<file path="src/rtl/btn_move_ctrl_pkg.sv">
// Shared maze definitions: direction codes, button FSM states and button indices.
package btn_move_ctrl_pkg;

    typedef enum logic [1:0] {
        DIR_UP    = 2'b00,
        DIR_DOWN  = 2'b01,
        DIR_LEFT  = 2'b10,
        DIR_RIGHT = 2'b11
    } dir_e;

    typedef enum logic [1:0] {
        RELEASED     = 2'b00,
        PRESS_WAIT   = 2'b01,
        PRESSED      = 2'b10,
        RELEASE_WAIT = 2'b11
    } btn_state_e;

    // Bit positions in the packed button vectors, matching held = {C,R,L,D,U}.
    localparam int unsigned BTN_U   = 0;
    localparam int unsigned BTN_D   = 1;
    localparam int unsigned BTN_L   = 2;
    localparam int unsigned BTN_R   = 3;
    localparam int unsigned BTN_C   = 4;
    localparam int unsigned NUM_BTN = 5;
    localparam int unsigned NUM_DIR = 4;

    function automatic int unsigned max3(input int unsigned a, input int unsigned b,
                                         input int unsigned c);
        int unsigned m;
        m = (a > b) ? a : b;
        return (m > c) ? m : c;
    endfunction

    // Saturating add used by the drop counter; at most four events drop per cycle.
    function automatic logic [7:0] sat_add8(input logic [7:0] a, input logic [2:0] b);
        logic [8:0] s;
        s = {1'b0, a} + {6'b000000, b};
        return s[8] ? 8'hFF : s[7:0];
    endfunction

endpackage

</file>
<file path="src/rtl/btn_debounce_fsm.sv">
// One pushbutton: 2-flop synchronizer, debounce FSM and optional auto-repeat timer.
module btn_debounce_fsm
    import btn_move_ctrl_pkg::*;
#(
    parameter int unsigned DB_CYCLES  = 500000,
    parameter int unsigned REP_DELAY  = 40000000,
    parameter int unsigned REP_PERIOD = 15000000,
    parameter bit          REP_EN     = 1'b1
) (
    input  logic ClkPort,
    input  logic Reset,
    input  logic raw,
    output logic held,
    output logic evt
);

    localparam int unsigned CNT_MAX = max3(DB_CYCLES, REP_DELAY, REP_PERIOD);
    localparam int unsigned CW      = (CNT_MAX < 2) ? 1 : $clog2(CNT_MAX + 1);

    localparam logic [CW-1:0] DB_LAST      = CW'((DB_CYCLES > 0) ? DB_CYCLES - 1 : 0);
    localparam logic [CW-1:0] REP_DELAY_C  = CW'(REP_DELAY);
    localparam logic [CW-1:0] REP_PERIOD_C = CW'(REP_PERIOD);

    logic [1:0]  sync_q;
    logic        sync_lvl;
    btn_state_e  state_q, state_d;
    logic [CW-1:0] db_cnt_q, db_cnt_d;
    logic [CW-1:0] rep_cnt_q, rep_cnt_d;
    logic        rep_first_q, rep_first_d;

    assign sync_lvl = sync_q[1];

    // Two-stage synchronizer on the raw asynchronous button level.
    always_ff @(posedge ClkPort or posedge Reset) begin
        if (Reset) begin
            sync_q <= 2'b00;
        end else begin
            sync_q <= {sync_q[0], raw};
        end
    end

    // State and counter registers.
    always_ff @(posedge ClkPort or posedge Reset) begin
        if (Reset) begin
            state_q     <= RELEASED;
            db_cnt_q    <= '0;
            rep_cnt_q   <= '0;
            rep_first_q <= 1'b0;
        end else begin
            state_q     <= state_d;
            db_cnt_q    <= db_cnt_d;
            rep_cnt_q   <= rep_cnt_d;
            rep_first_q <= rep_first_d;
        end
    end

    // Debounce transitions plus repeat timing; rep_cnt only advances in PRESSED so it
    // holds its value across a RELEASE_WAIT bounce.
    always_comb begin
        state_d     = state_q;
        db_cnt_d    = db_cnt_q;
        rep_cnt_d   = rep_cnt_q;
        rep_first_d = rep_first_q;
        evt         = 1'b0;
        unique case (state_q)
            RELEASED: begin
                if (sync_lvl) begin
                    state_d  = PRESS_WAIT;
                    db_cnt_d = '0;
                end
            end
            PRESS_WAIT: begin
                if (!sync_lvl) begin
                    state_d  = RELEASED;
                    db_cnt_d = '0;
                end else if (db_cnt_q >= DB_LAST) begin
                    state_d     = PRESSED;
                    db_cnt_d    = '0;
                    evt         = 1'b1;
                    // First PRESSED cycle counts as 1, so the repeat fires REP_DELAY
                    // cycles after this press cycle.
                    rep_cnt_d   = CW'(1);
                    rep_first_d = 1'b1;
                end else begin
                    db_cnt_d = db_cnt_q + CW'(1);
                end
            end
            PRESSED: begin
                if (!sync_lvl) begin
                    state_d  = RELEASE_WAIT;
                    db_cnt_d = '0;
                end
                if (REP_EN) begin
                    if (rep_cnt_q >= (rep_first_q ? REP_DELAY_C : REP_PERIOD_C)) begin
                        evt         = 1'b1;
                        rep_cnt_d   = CW'(1);
                        rep_first_d = 1'b0;
                    end else begin
                        rep_cnt_d = rep_cnt_q + CW'(1);
                    end
                end
            end
            RELEASE_WAIT: begin
                if (sync_lvl) begin
                    state_d  = PRESSED;
                    db_cnt_d = '0;
                end else if (db_cnt_q >= DB_LAST) begin
                    state_d  = RELEASED;
                    db_cnt_d = '0;
                end else begin
                    db_cnt_d = db_cnt_q + CW'(1);
                end
            end
            default: begin
                state_d = RELEASED;
            end
        endcase
    end

    assign held = (state_q == PRESSED) || (state_q == RELEASE_WAIT);

endmodule

</file>
<file path="src/rtl/btn_move_ctrl.sv">
// Five debounced buttons feeding a one-entry move request register and a center pulse.
module btn_move_ctrl
    import btn_move_ctrl_pkg::*;
#(
    parameter int unsigned DB_CYCLES  = 500000,
    parameter int unsigned REP_DELAY  = 40000000,
    parameter int unsigned REP_PERIOD = 15000000
) (
    input  logic       ClkPort,
    input  logic       Reset,
    input  logic       BtnU,
    input  logic       BtnD,
    input  logic       BtnL,
    input  logic       BtnR,
    input  logic       BtnC,
    input  logic       move_ready,
    output logic       move_valid,
    output logic [1:0] move_dir,
    output logic       center_pulse,
    output logic [4:0] held,
    output logic [7:0] drop_cnt
);

    logic [NUM_BTN-1:0] raw_vec;
    logic [NUM_BTN-1:0] held_vec;
    logic [NUM_BTN-1:0] evt_vec;

    logic [NUM_DIR-1:0] dir_evt;
    dir_e               win_dir;
    logic [2:0]         n_evt;
    logic               can_load;
    logic [2:0]         drop_inc;

    logic               move_valid_q;
    dir_e               move_dir_q;
    logic               center_q;
    logic [7:0]         drop_cnt_q;

    assign raw_vec = {BtnC, BtnR, BtnL, BtnD, BtnU};

    for (genvar i = 0; i < NUM_BTN; i++) begin : g_btn
        btn_debounce_fsm #(
            .DB_CYCLES (DB_CYCLES),
            .REP_DELAY (REP_DELAY),
            .REP_PERIOD(REP_PERIOD),
            .REP_EN    (i != BTN_C)
        ) u_fsm (
            .ClkPort(ClkPort),
            .Reset  (Reset),
            .raw    (raw_vec[i]),
            .held   (held_vec[i]),
            .evt    (evt_vec[i])
        );
    end

    // Fixed-priority arbitration U > D > L > R and count of events that will be lost.
    always_comb begin
        dir_evt = evt_vec[NUM_DIR-1:0];
        win_dir = DIR_UP;
        if (dir_evt[BTN_U]) begin
            win_dir = DIR_UP;
        end else if (dir_evt[BTN_D]) begin
            win_dir = DIR_DOWN;
        end else if (dir_evt[BTN_L]) begin
            win_dir = DIR_LEFT;
        end else if (dir_evt[BTN_R]) begin
            win_dir = DIR_RIGHT;
        end
        n_evt = 3'd0;
        for (int i = 0; i < NUM_DIR; i++) begin
            n_evt = n_evt + {2'b00, dir_evt[i]};
        end
        // Slot is free, or is being emptied this cycle (no bubble on back-to-back).
        can_load = !move_valid_q || move_ready;
        drop_inc = 3'd0;
        if (n_evt != 3'd0) begin
            drop_inc = can_load ? (n_evt - 3'd1) : n_evt;
        end
    end

    // Move request register, center pulse and saturating drop counter.
    always_ff @(posedge ClkPort or posedge Reset) begin
        if (Reset) begin
            move_valid_q <= 1'b0;
            move_dir_q   <= DIR_UP;
            center_q     <= 1'b0;
            drop_cnt_q   <= 8'd0;
        end else begin
            center_q   <= evt_vec[BTN_C];
            drop_cnt_q <= sat_add8(drop_cnt_q, drop_inc);
            if ((n_evt != 3'd0) && can_load) begin
                move_valid_q <= 1'b1;
                move_dir_q   <= win_dir;
            end else if (move_ready) begin
                move_valid_q <= 1'b0;
            end
        end
    end

    assign move_valid   = move_valid_q;
    assign move_dir     = move_dir_q;
    assign center_pulse = center_q;
    assign held         = held_vec;
    assign drop_cnt     = drop_cnt_q;

endmodule

</file>
<file path="config.mk">
export PLATFORM = sky130hd
export DESIGN_NAME = btn_move_ctrl
export DESIGN_NICKNAME = d
export VERILOG_FILES = /design/src/rtl/btn_move_ctrl_pkg.sv /design/src/rtl/btn_debounce_fsm.sv /design/src/rtl/btn_move_ctrl.sv
export SDC_FILE = /design/constraint.sdc
export NUM_CORES = 1
export LEC_CHECK = 0
export CORE_ASPECT_RATIO = 1.2
export CORE_MARGIN = 4
export CORE_UTILIZATION = 45
export DETAILED_ROUTE_END_ITERATION = 10
export GPL_TIMING_DRIVEN = 1
export HOLD_SLACK_MARGIN = 0.05
export SETUP_SLACK_MARGIN = 0.5
export SLEW_MARGIN = 20
export SYNTH_ARGS = -nofsm -noshare
export SYNTH_HDL_FRONTEND = slang
export SYNTH_SLANG_ARGS = --single-unit
</file>
<file path="constraint.sdc">
create_clock -name ClkPort -period 14.4 [get_ports ClkPort]
set_clock_uncertainty 0.1 [all_clocks]
set_input_delay 2.88 -clock ClkPort [delete_from_list [all_inputs] [get_ports ClkPort]]
set_output_delay 2.88 -clock ClkPort [all_outputs]
set_load 0.005 [all_outputs]
</file>
==> results of run 1 <==
sequential cells by signal, indices dropped and copies added (netlist names), named ones only:
name	count
g_btn.u_fsm.db_cnt_q	130
g_btn.u_fsm.rep_cnt_q	104
g_btn.u_fsm.sync_q	10
drop_cnt	8
g_btn.u_fsm.state_q	5
g_btn.u_fsm.rep_first_q	4
move_dir	2
center_pulse	1
move_valid	1
cell usage after synthesis (25+ instances only):
| master | number |
|---|---|
| dfrtp_1 | 270 |
| nor2_1 | 174 |
| nand2_1 | 164 |
| o21ai_0 | 149 |
| nand3_1 | 89 |
| ha_1 | 84 |
| inv_1 | 71 |
| a21oi_1 | 55 |
| and3_1 | 53 |
| xnor2_1 | 51 |
| nand4_1 | 49 |
| nor3_1 | 49 |
| clkbuf_1 | 38 |
| o31ai_1 | 34 |
| and2_1 | 28 |
| xor2_1 | 28 |
| nor4_1 | 25 |
cell type report:
cell class,count,area (µm²)
clock buffers,42,877.1
clock inverters,14,205.2
fillers,3142,16360
inverters,71,274.0
multi-input cells,1290,8071
flip-flops and latches,270,6756
well taps,450,563.0
repair buffers,35,322.8
final timing paths:
path	end	depth (start not counted)	from	slack [ns]
worst max register to register	drop_cnt[7]	20	g_btn[1].u_fsm.rep_first_q	8.75
worst max-delay path	drop_cnt[7]	20	g_btn[1].u_fsm.rep_first_q	8.75
min in group asynchronous	g_btn[3].u_fsm.db_cnt_q[3]	2	Reset	2.74
worst min-delay path	g_btn[0].u_fsm.sync_q[1]	0	g_btn[0].u_fsm.sync_q[0]	0.25
worst min register to register	g_btn[0].u_fsm.sync_q[1]	0	g_btn[0].u_fsm.sync_q[0]	0.25
max in group asynchronous	g_btn[1].u_fsm.db_cnt_q[17]	3	Reset	10.00
power by group through the flow:
| stage | registers, µW | logic, µW | clock network [µW] |
|---|---|---|---|
| after floorplan | 848 | 551 | 0 |
| after global placement | 858 | 679 | 0 |
| after detailed placement | 859 | 691 | 0 |
| after CTS | 846 | 694 | 859 |
| after global routing | 855 | 780 | 894 |
| final | 846 | 685 | 830 |
logic make-up (layout without fill, tap and decap cells):
kind of cell / Yosys count / after routing / synth area share, %
multiplexers: 24 / 24 / 1.662
AND/OR/NAND/NOR: 740 / 740 / 24.40
adder cells (fa/ha/maj): 86 / 86 / 7.103
buffers and inverters: 128 / 162 / 3.674
XOR/XNOR: 79 / 79 / 4.505
flip-flops: 270 / 270 / 43.99
AO/OA/AOI/OAI: 361 / 361 / 14.67
per-layer routing:
metal	track usage, %	vias to the layer above	share of wire (%)
met1	23.72	5969	46
li1	-	6097	-
met2	30.73	145	48
met5	0	-	0
met3	2.942	48	3.8
met4	4.991	0	2.1
through the flow:
stage                     hold slack [ns]  utilization, %  std cells
after floorplan                    0.2312               -       1688
after global placement             0.2362           47.77       2116
after detailed placement           0.2355           47.79       2116
after CTS                          0.2494           51.03       2172
after global routing               0.2601           51.06       2172
final                              0.2484           51.06       2172
==> impl_metrics.tcl, run 1 <==
set metrics [dict create \
    intPower_uw 1538 \
    netlist.area_leader.share_pct 43.99 \
    cap_violations 0 \
    synth_edf_count 0 \
    grt_max_degree 135 \
    slew_headroom_pct 32.00 \
    ys_seq_area_share_pct 43.99 \
    power.share.clock_pct 35.2 \
    worst_slack_ns 8.750 \
    wl_um 32640 \
    root_buffer "clkbuf_16" \
    slowest_stage "dfrtp_1" \
    cts.reportedPaths.clkPinSlew_ns 0.06 \
    worstPathRequired_ns 14.76 \
    drt_first_pass_iters 5 \
    yosys_register_bits 270 \
    drv_slew 0 \
    p_leak_uw 0.007388 \
    period_share_pct 39.24 \
    num_io_pins 25 \
    gr-usage-all-layers_pct 17.96 \
    worst_setup_path_end_kind "flip-flop" \
    cts_setup_buffers 0 \
    vias 12260 \
    rsz0062_at_grt "false" \
    crit_chain "inv_1, ha_1, and4b_1, and4_1, o221ai_1, a311oi_2, nor2_1, o22ai_1, fa_1, ha_1, ha_1, inv_1, ha_1, ha_1, a211oi_1, ha_1, a21o_1, a21oi_1, nor3b_1, o21a_1" \
    total_power_uw 2362 \
    ctsResizeCount 0 \
    drive_above_1_share_pct 7.027 \
    clock_latency_ns 0.57 \
    layout.cells.most_common_list "270 x dfrtp_1, 173 x nor2_1, 164 x nand2_1" \
    place_area_um2 15980 \
    gp_congestion 0.8054 \
    vias_per_cell 5.644 \
    worst_pin_slew_ns 1.017 \
    critPathArrivalTime_ns 6.01 \
    synth-main-ff-cell "dfrtp_1" \
    initial_core_util_pct 45.95 \
    drc 0 \
    p_seq_share_pct 35.8 \
    worstSetupPathType "flip-flop to flip-flop" \
    wire_per_inst_um 15.03 \
    combPwrFrac_pct 29.0 \
    io_buffer_count 24 \
    worst-path-max-fanout 8 \
    grt_pass1_vias 12210 \
    grt_pass1_wl_um 58070 \
    start_kind "flip-flop" \
    num_rows 73 \
    setup_viol 0 \
    dp_slack_ns 8.731 \
    hpwlAfterDp_um 21770 \
    cpLargestDelayFamily "adder cells" \
    cp_slowest_stage_delay_ns 0.51 \
    fp.dieW_um 176.7 \
    core_area_um2 33430 \
    antenna_found_initial 0 \
    h-tree-depth 1 \
    fmax_mhz 177.0 \
    area_growth_pct 11.14 \
    ctsHoldBuffers 0 \
    fin_nets 1793 \
    ant_nets 0 \
    synth_area_leaders "dfrtp_1 44%, ha_1 6.8%, o21ai_0 4.9%" \
    layout_commonest_cell "dfrtp_1" \
    vdd_drop_max_v 0.0001014 \
    cp_common_cell "ha_1" \
    synth_nets 1782 \
    cts_buffer_depth 3 \
    netSwitchingPower_uw 824.3 \
    fin_crit_ns 5.650 \
    postLayoutCellArea_um2 17070 \
    die_height_um 210.4 \
    async_reset_ff_share_pct 100.0 \
    status "complete, no violations" \
    path_buf_inv 2 \
    n_antenna_cell 0 \
    syn_avg_cell_area_um2 9.099 \
    grt-ovfl-total 0 \
    dieArea_um2 37170 \
    yosysTopAreaCell "dfrtp_1" \
    cts_tree "built" \
    syn_area_um2 15360 \
    fin_setup_tns_ns 0 \
    hp-class "flip-flop to flip-flop" \
    synthCells 1688 \
    power_density_nw_per_um2 138.4 \
    clkSinkCount 270 \
    hold_viol_final 0 \
    drt_iter0_drc 854 \
    synth.distinct_cells 78 \
    cts_buffers 31 \
    ys_warn_count 0 \
    swShare_pct 34.89 \
]
Note: power is estimated with default switching activity, not from simulation.
==> run 2, diff against run 1 <==
==> constraint.sdc (replaced) <==
create_clock -name ClkPort -period 5.1 [get_ports ClkPort]
set_clock_uncertainty 0.1 [all_clocks]
set_input_delay 1.02 -clock ClkPort [delete_from_list [all_inputs] [get_ports ClkPort]]
set_output_delay 1.02 -clock ClkPort [all_outputs]
set_load 0.005 [all_outputs]
==> run 2 against run 1 <==
Against the previous run:
- flip-flop and latch count stayed put
- fmax increased by 21%
- clock power grew to 2.6 times the previous value
- critical path type unchanged
- critical endpoint unchanged
==> impl_metrics.tcl, run 2 (same netlist as run 1, synthesis figures left out) <==
set metrics [dict create \
    regMostFlops "g_btn.u_fsm.db_cnt_q" \
    layout.cells.most_common_list "269 x dfrtp_1, 170 x nor2_1, 164 x nand2_1" \
    area_growth_pct 13.60 \
    rr_endpoint "drop_cnt[7]" \
    cts_tree "built" \
    r2r_setup_slack_ns 0.43 \
    grt_pass1_wl_um 58960 \
    cp_slowest_stage_delay_ns 0.48 \
    wire_per_inst_um 15.38 \
    worst_pin_slew_ns 1.031 \
    io_buffer_count 24 \
    die_height_um 210.4 \
    ctsHoldBuffers 0 \
    antenna_found_initial 1 \
    fp.dieW_um 176.7 \
    drc 0 \
    gp_congestion 0.8260 \
    initial_core_util_pct 45.95 \
    num_rows 73 \
    clock_latency_ns 0.56 \
    total_power_uw 6526 \
    grt_pass1_vias 12110 \
    path_depth 21 \
    cts_buffers 31 \
    hp-class "flip-flop to flip-flop" \
    p_leak_uw 0.007525 \
    fin_nets 1829 \
    worst_setup_path_end_kind "flip-flop" \
    cpLargestDelayFamily "adder cells" \
    slew_headroom_pct 31.05 \
    vias_per_cell 5.613 \
    rsz0062_at_grt "true" \
    place_area_um2 16210 \
    drt_iter0_drc 617 \
    dieArea_um2 37170 \
    cp_common_cell "ha_4" \
    critPathLaunch "g_btn[1].u_fsm.rep_first_q" \
    crit_chain "buf_6, ha_1, and4b_1, and4_1, o221ai_2, a311oi_2, nor2_2, o22ai_2, fa_1, ha_2, ha_4, inv_2, ha_4, ha_4, buf_4, a211oi_2, ha_4, a21oi_4, buf_6, nand3_1, o21a_1" \
    setup_viol 0 \
    reg_top3 "g_btn.u_fsm.db_cnt_q (130), g_btn.u_fsm.rep_cnt_q (104), g_btn.u_fsm.sync_q (10)" \
    final_util_pct 52.19 \
    grt-ovfl-total 0 \
    slowest_stage "fa_1" \
    hold_viol_final 0 \
    drv_slew 0 \
    hpwlAfterDp_um 22640 \
    vias 12380 \
    worstPathRequired_ns 5.45 \
    path_buf_inv 4 \
    postLayoutCellArea_um2 17450 \
    period_share_pct 91.61 \
    status "complete, no violations" \
    drive_above_1_share_pct 10.08 \
    root_buffer "clkbuf_16" \
    fin_crit_ns 4.672 \
    endpoint "drop_cnt[7]" \
    worstSetupPathType "flip-flop to flip-flop" \
    worst-path-max-fanout 5 \
    h-tree-depth 1 \
    n_antenna_cell 0 \
    cap_violations 0 \
    vdd_drop_max_v 0.0002362 \
    layout_commonest_cell "dfrtp_1" \
    fmax_mhz 214.0 \
    gr-usage-all-layers_pct 18.32 \
    num_io_pins 25 \
    start_kind "flip-flop" \
    drt_first_pass_iters 5 \
    regToRegStartpoint "g_btn[1].u_fsm.rep_first_q" \
    core_area_um2 33430 \
    fin_setup_tns_ns 0 \
    wl_um 33930 \
    ant_nets 0 \
    clkSinkCount 270 \
    cts_buffer_depth 3 \
    power_density_nw_per_um2 374.0 \
    cts.reportedPaths.clkPinSlew_ns 0.06 \
    largest_reg_flops 130 \
    grt_max_degree 106 \
    reg2reg_depth 21 \
    critPathArrivalTime_ns 5.02 \
]
[run 2: cell count changes in the layout (fill, tap and decap cells not counted), moves of 3 or more]
cell      change
a21oi_1       -3
buf_4        +31
buf_6         +3
clkbuf_1      +5
clkbuf_8      -4
ha_1          -7
ha_4          +5
nor2_1        -3
nor2_2        +3
[run 2: routing by layer]
| layer | up-vias | GRT usage, % | wire (µm) |
|---|---|---|---|
| li1 | 6173 | - | - |
| met1 | 6019 | 24.83 | 15850 |
| met2 | 145 | 31.39 | 16470 |
| met3 | 43 | 2.296 | 1046 |
| met4 | 2 | 4.537 | 544 |
| met5 | - | 0 | 12 |
[run 2: how the worst min path moves through the flow]
| stage | startpoint | endpoint | slack, ns | depth (start not counted) |
|---|---|---|---|---|
| 5_1_grt | g_btn[3].u_fsm.sync_q[0] | g_btn[3].u_fsm.sync_q[1] | 0.25 | 0 |
| 3_5_place_dp | g_btn[2].u_fsm.sync_q[0] | g_btn[2].u_fsm.sync_q[1] | 0.23 | 0 |
| 3_3_place_gp | g_btn[1].u_fsm.sync_q[0] | g_btn[1].u_fsm.sync_q[1] | 0.23 | 0 |
| 4_1_cts | g_btn[3].u_fsm.sync_q[0] | g_btn[3].u_fsm.sync_q[1] | 0.25 | 0 |
| 6_report | g_btn[3].u_fsm.sync_q[0] | g_btn[3].u_fsm.sync_q[1] | 0.24 | 0 |
| 2_1_floorplan | g_btn[0].u_fsm.sync_q[0] | g_btn[0].u_fsm.sync_q[1] | 0.23 | 0 |
[run 2: layout make-up]
class	count	area (µm²)
Sequential cell	270	6758
Clock buffer	43	840.8
Multi-Input combinational cell	1290	8254
Tap cell	450	563.0
Inverter	71	270.3
Fill cell	3100	15980
Timing Repair Buffer	71	629.4
Clock inverter	11	132.6
[run 2: power by group]
group	switching, µW	internal [µW]
Clock	882	1290
Combinational	1310	650
Sequential	130	2260
Total	2330	4200
[run 2: repair_timing]
item | 4_1_cts | 5_1_grt
setup buffers | 9 | 2
gates resized for setup | 27 | 8
pin swaps | 23 | 15
gates cloned | 0 | 0
setup endpoints to repair | 8 | 8
[run 2: through the flow]
step / std cells / hold WS [ns] / setup slack, ns
2_1_floorplan: 1688 / 0.2312 / 0.2521
3_3_place_gp: 2141 / 0.2331 / 0.1063
3_5_place_dp: 2141 / 0.2347 / -0.01385
4_1_cts: 2204 / 0.2459 / 0.4295
5_1_grt: 2206 / 0.2509 / 0.2212
6_report: 2206 / 0.2427 / 0.4280
